## src/rtl/spu_mul_seq.sv

```systemverilog
// SPU-side sequencer for the shared multiplier: one command in flight,
// arbitrated request, fixed-latency wait, registered 64-bit result.
module spu_mul_seq #(
    parameter int MUL_LAT = 5
) (
    input  logic        rclk,
    input  logic        rst,
    input  logic        cmd_vld,
    output logic        cmd_rdy,
    input  logic [1:0]  cmd_op,
    input  logic        cmd_x2,
    input  logic [63:0] cmd_op1,
    input  logic [63:0] cmd_op2,
    output logic        spu_mul_req,
    input  logic        mul_spu_ack,
    output logic [63:0] spu_mul_op1_data,
    output logic [63:0] spu_mul_op2_data,
    output logic        x2,
    output logic        byp_sel,
    output logic        byp_imm,
    output logic        acc_imm,
    output logic        acc_actc2,
    output logic        acc_actc5,
    output logic        acc_actc3,
    output logic        acc_reg_enb,
    output logic        acc_reg_rst,
    output logic        acc_reg_shf,
    input  logic [63:0] mul_data_out,
    output logic        res_vld,
    input  logic        res_rdy,
    output logic [63:0] res_data
);

    localparam int CW = (MUL_LAT > 2) ? $clog2(MUL_LAT) : 1;

    localparam logic [1:0] OP_MUL  = 2'b00;
    localparam logic [1:0] OP_MAC  = 2'b01;
    localparam logic [1:0] OP_CLR  = 2'b10;
    localparam logic [1:0] OP_RDHI = 2'b11;

    typedef enum logic [2:0] {
        IDLE,
        REQ,
        CLR,
        SHF,
        WAIT,
        CAP,
        DONE
    } state_t;

    state_t         state;
    logic [1:0]     op_q;
    logic [CW-1:0]  cnt;

    assign byp_sel   = 1'b0;
    assign byp_imm   = 1'b0;
    assign acc_imm   = 1'b0;
    assign acc_actc2 = 1'b0;
    assign acc_actc5 = 1'b0;

    always_ff @(posedge rclk) begin
        if (rst) begin
            state            <= IDLE;
            op_q             <= OP_MUL;
            cnt              <= '0;
            cmd_rdy          <= 1'b1;
            spu_mul_req      <= 1'b0;
            spu_mul_op1_data <= '0;
            spu_mul_op2_data <= '0;
            x2               <= 1'b0;
            acc_actc3        <= 1'b0;
            acc_reg_enb      <= 1'b0;
            acc_reg_rst      <= 1'b0;
            acc_reg_shf      <= 1'b0;
            res_vld          <= 1'b0;
            res_data         <= '0;
        end else begin
            acc_reg_enb <= 1'b0;
            acc_reg_rst <= 1'b0;
            acc_reg_shf <= 1'b0;
            unique case (state)
                IDLE: begin
                    if (cmd_vld && cmd_rdy) begin
                        cmd_rdy          <= 1'b0;
                        op_q             <= cmd_op;
                        x2               <= cmd_x2 & ~cmd_op[1];
                        spu_mul_op1_data <= cmd_op1;
                        spu_mul_op2_data <= cmd_op2;
                        unique case (cmd_op)
                            OP_CLR: begin
                                state       <= CLR;
                                acc_reg_rst <= 1'b1;
                            end
                            OP_RDHI: begin
                                state       <= SHF;
                                acc_reg_shf <= 1'b1;
                                acc_reg_enb <= 1'b1;
                            end
                            OP_MUL, OP_MAC: begin
                                state       <= REQ;
                                spu_mul_req <= 1'b1;
                                acc_actc3   <= (cmd_op == OP_MAC);
                            end
                        endcase
                    end
                end
                REQ: begin
                    if (mul_spu_ack) begin
                        spu_mul_req <= 1'b0;
                        cnt         <= CW'(MUL_LAT - 1);
                        state       <= WAIT;
                    end
                end
                WAIT: begin
                    // Counter hits zero on the cycle the product is presented.
                    cnt <= cnt - CW'(1);
                    if (cnt == CW'(1)) begin
                        state       <= CAP;
                        acc_reg_enb <= (op_q == OP_MAC);
                    end
                end
                CAP: begin
                    res_data  <= mul_data_out;
                    acc_actc3 <= 1'b0;
                    res_vld   <= 1'b1;
                    state     <= DONE;
                end
                CLR: begin
                    res_data <= '0;
                    res_vld  <= 1'b1;
                    state    <= DONE;
                end
                SHF: begin
                    state <= CAP;
                end
                DONE: begin
                    if (res_rdy) begin
                        res_vld <= 1'b0;
                        cmd_rdy <= 1'b1;
                        state   <= IDLE;
                    end
                end
                default: state <= IDLE;
            endcase
        end
    end

endmodule

```

## config.mk

```make
export PLATFORM = sky130hd
export DESIGN_NAME = spu_mul_seq
export DESIGN_NICKNAME = d
export VERILOG_FILES = /design/src/rtl/spu_mul_seq.sv
export SDC_FILE = /design/constraint.sdc
export NUM_CORES = 1
export LEC_CHECK = 0
export CAP_MARGIN = 20
export CORE_AREA = 5 5 156 158
export CTS_CLUSTER_DIAMETER = 60
export DETAILED_ROUTE_END_ITERATION = 8
export DIE_AREA = 0 0 161 163
export GPL_TIMING_DRIVEN = 0
export PLACE_DENSITY = 0.69
export REMOVE_ABC_BUFFERS = 1
export SLEW_MARGIN = 40
export SYNTH_ARGS = -nofsm -noshare
export SYNTH_HDL_FRONTEND = slang
export SYNTH_SLANG_ARGS = --single-unit
export TNS_END_PERCENT = 1
```

## constraint.sdc

```tcl
create_clock -name rclk -period 4.9 [get_ports rclk]
set_input_delay 1.225 -clock rclk [delete_from_list [all_inputs] [get_ports rclk]]
set_output_delay 1.225 -clock rclk [all_outputs]
set_load 0.01 [all_outputs]
```

==> impl_metrics.ini <==
[status]
outcome = completed

[synthesis]
yosysWarnings = 0
synthDistinctLibCells = 35
ys_seq_elements = 208
synth_async_sr_flop_share_pct = 0
postSynthCellCount = 866
synth.largest_area_cell = dfxtp_1
netlist.area_leader.share_pct = 57.3
yosysSeqAreaShare_pct = 57.3
synth_common_cells = nand2_1 (268), dfxtp_1 (208), a21oi_1 (136)
mappedNetlistArea_sq_um = 7260
synth.most_common_cell = nand2_1
yosys-top-cells-area = dfxtp_1 (57%), nand2_1 (14%), a21oi_1 (9.4%), a22oi_1 (6.7%), nor2_1 (3.6%)
synth_area_per_cell_sq_um = 8.39
synth-main-ff-cell = dfxtp_1
synth-edff-count = 0

[sta]
slew-limit-headroom_pct = 64.0
fin_tns_setup_ns = 0
period_share_pct = 60.2
tightest_slew_ns = 0.540
hold_violations = 0
slew_viol_final = 0
clock_skew_ns = 0.00767
layout_min_cycle_time_ns = 2.95
hold_slack_ns = 0.451
fmax_mhz = 339
finalSetupViolations = 0
rsz0062_at_grt = false
setup_slack_ns = 1.95

[cells_and_area]
multiInputGateArea_sq_um = 2790
syn2layout_area_growth_pct = 72.0
n_antenna_cell = 0
layout.nets = 1442
nFillCells = 2072
fin_util_pct = 54.4
seq_area_sq_um = 4160
drive_above_1_share_pct = 5.25

[setup_path]
crit_family = buffers and inverters
crit_buf_inv = 6
worstPathRequired_ns = 5.33
crit_type = in -> reg
crit_path_start_kind = input pin
slowest_stage = clkdlybuf4s50_1
critPathMaxStageDelay_ns = 0.49
worstPathArrival_ns = 3.38
crit_path_frequent_cell = buf_6
worstPathMaxFanout = 16
cp_cell_sequence = clkdlybuf4s50_1 > nand2_1 > nor3_4 > buf_8 > buf_6 > buf_4 > buf_6 > buf_6 > nand2_1 > a21oi_1
crit_path_end_kind = flop

[routing]
routed-via-count = 7349
drt_iter0_drc = 410
wire_per_inst_um = 16.6
vias_per_cell = 4.75
wirelength_um = 25700
firstDrtPassIters = 4
ant_nets = 0
drc = 0

[pwr]
powerDensity_nw_per_um2 = 498
ir_worst_vdd_uv = 290
totalPowerFinal_mw = 6.22
power_leakage_nw = 4.49

[floorplan]
fp.dieW_um = 161
num_rows = 56
start_util_pct = 31.6
die_area_sq_um = 26200
chipHeight_um = 163
fp.coreArea_sq_um = 23000
pin_count = 405

[global_routing]
groute.usage.overall_pct = 18.3
grt_pass1_vias = 7193
overflow = 0
grt_max_degree = 84
grt_antenna_before_repair = 1
grt_pass1_wl_um = 39300

[placement]
portBuffers = 399
dp_slack_ns = 1.42
gp_congestion = 0.755
hpwl_um = 18600

[clocking]
insertion_delay_ns = 0.50
clk_pin_slew_worst_paths_ns = 0.06
ctsRootBufferMaster = clkbuf_16
max-clock-path-buffers = 3
cts.hold.buffers_added = 0
postCtsSetupBuffers = 0
cts.htree.levels = 1
clock-sinks = 208
cts_resized = 0
numCtsBuffers = 25
cts_tree = yes

[min_path]
worstHoldPathType = reg -> reg

[job]
max_cap_viol_count = 0
[state kept, by name (all words and copies together) (netlist names)]
register,cells
res_vld,1
res_data,64
cmd_rdy,1
acc_reg_rst,1
op_q,2
acc_actc3,1
cnt,3
acc_reg_enb,1
spu_mul_op1_data,64
acc_reg_shf,1
x2,1
spu_mul_req,1
state,3
spu_mul_op2_data,64
[metal layers]
metal  GRT usage [%]  up-vias  part of all wire (%)
met5               0        -                 0.027
li1                -     3608                     -
met4            4.42        2                   2.2
met1            21.2     3380                    39
met3            7.04       49                    10
met2            32.1      310                    48
[area by class of cell]
type                    count  share of cell area (%)
repair buffers            417                    34.4
flip-flops and latches    208                    33.3
multi-input cells         586                    22.3
clock buffers              32                    5.62
well taps                 290                    2.90
clock inverters            11                    1.39
inverters                   2                  0.0601
[where the power goes]
group          switching (mW)  internal, mW
combinational            1.06          1.04
sequential              0.180          1.99
clock                   0.725          1.22
[stage by stage]
stage | instance area, sq um | instances
2_1_floorplan | 6940 | 796
3_3_place_gp | 11300 | 1485
3_5_place_dp | 11600 | 1503
4_1_cts | 12500 | 1546
5_1_grt | 12500 | 1546
6_report | 12500 | 1546
[placed cells by master (no fill, tap or decap), types with 4 or more instances in the layout]
master | Yosys | layout
nor3_1 | 4 | 4
conb_1 | 1 | 5
clkbuf_8 | 0 | 5
bufinv_16 | 0 | 4
a21oi_1 | 136 | 136
a31oi_1 | 5 | 5
clkbuf_16 | 0 | 25
buf_16 | 0 | 4
nand2_1 | 268 | 268
a22oi_1 | 65 | 65
dfxtp_1 | 208 | 208
clkdlybuf4s50_1 | 0 | 398
buf_6 | 0 | 8
nor2_1 | 70 | 70
[final timing paths]
kind                                           start                   end  slack (ns)  depth (start not counted)
worst max-delay path                         cmd_vld   spu_mul_op1_data[9]        1.95                         10
worst min-delay path            spu_mul_op2_data[42]  spu_mul_op2_data[42]        0.45                          2
worst max register to register              state[1]   spu_mul_op1_data[9]        2.43                          9
worst min register to register  spu_mul_op2_data[42]  spu_mul_op2_data[42]        0.45                          2
[cell families (layout without fill, tap and decap cells)]
kind of cell,Yosys count,in the layout,synth area share (%)
other cells,1,5,0.0516
fa+ha+maj,2,2,0.344
xor+xnor,1,1,0.121
simple gates,360,360,19.6
mux,1,1,0.138
flops,208,208,57.3
compound gates,217,217,17.6
buf+inv,76,462,4.82
[worst min-delay path: cells and delay by family (launching register included)]
kind,cells,cell delay [ns]
AOI/OAI and AO/OA,1,0.05
DFF,1,0.30
and+or+nand+nor,1,0.05
Power figures use the tool's default switching activity.
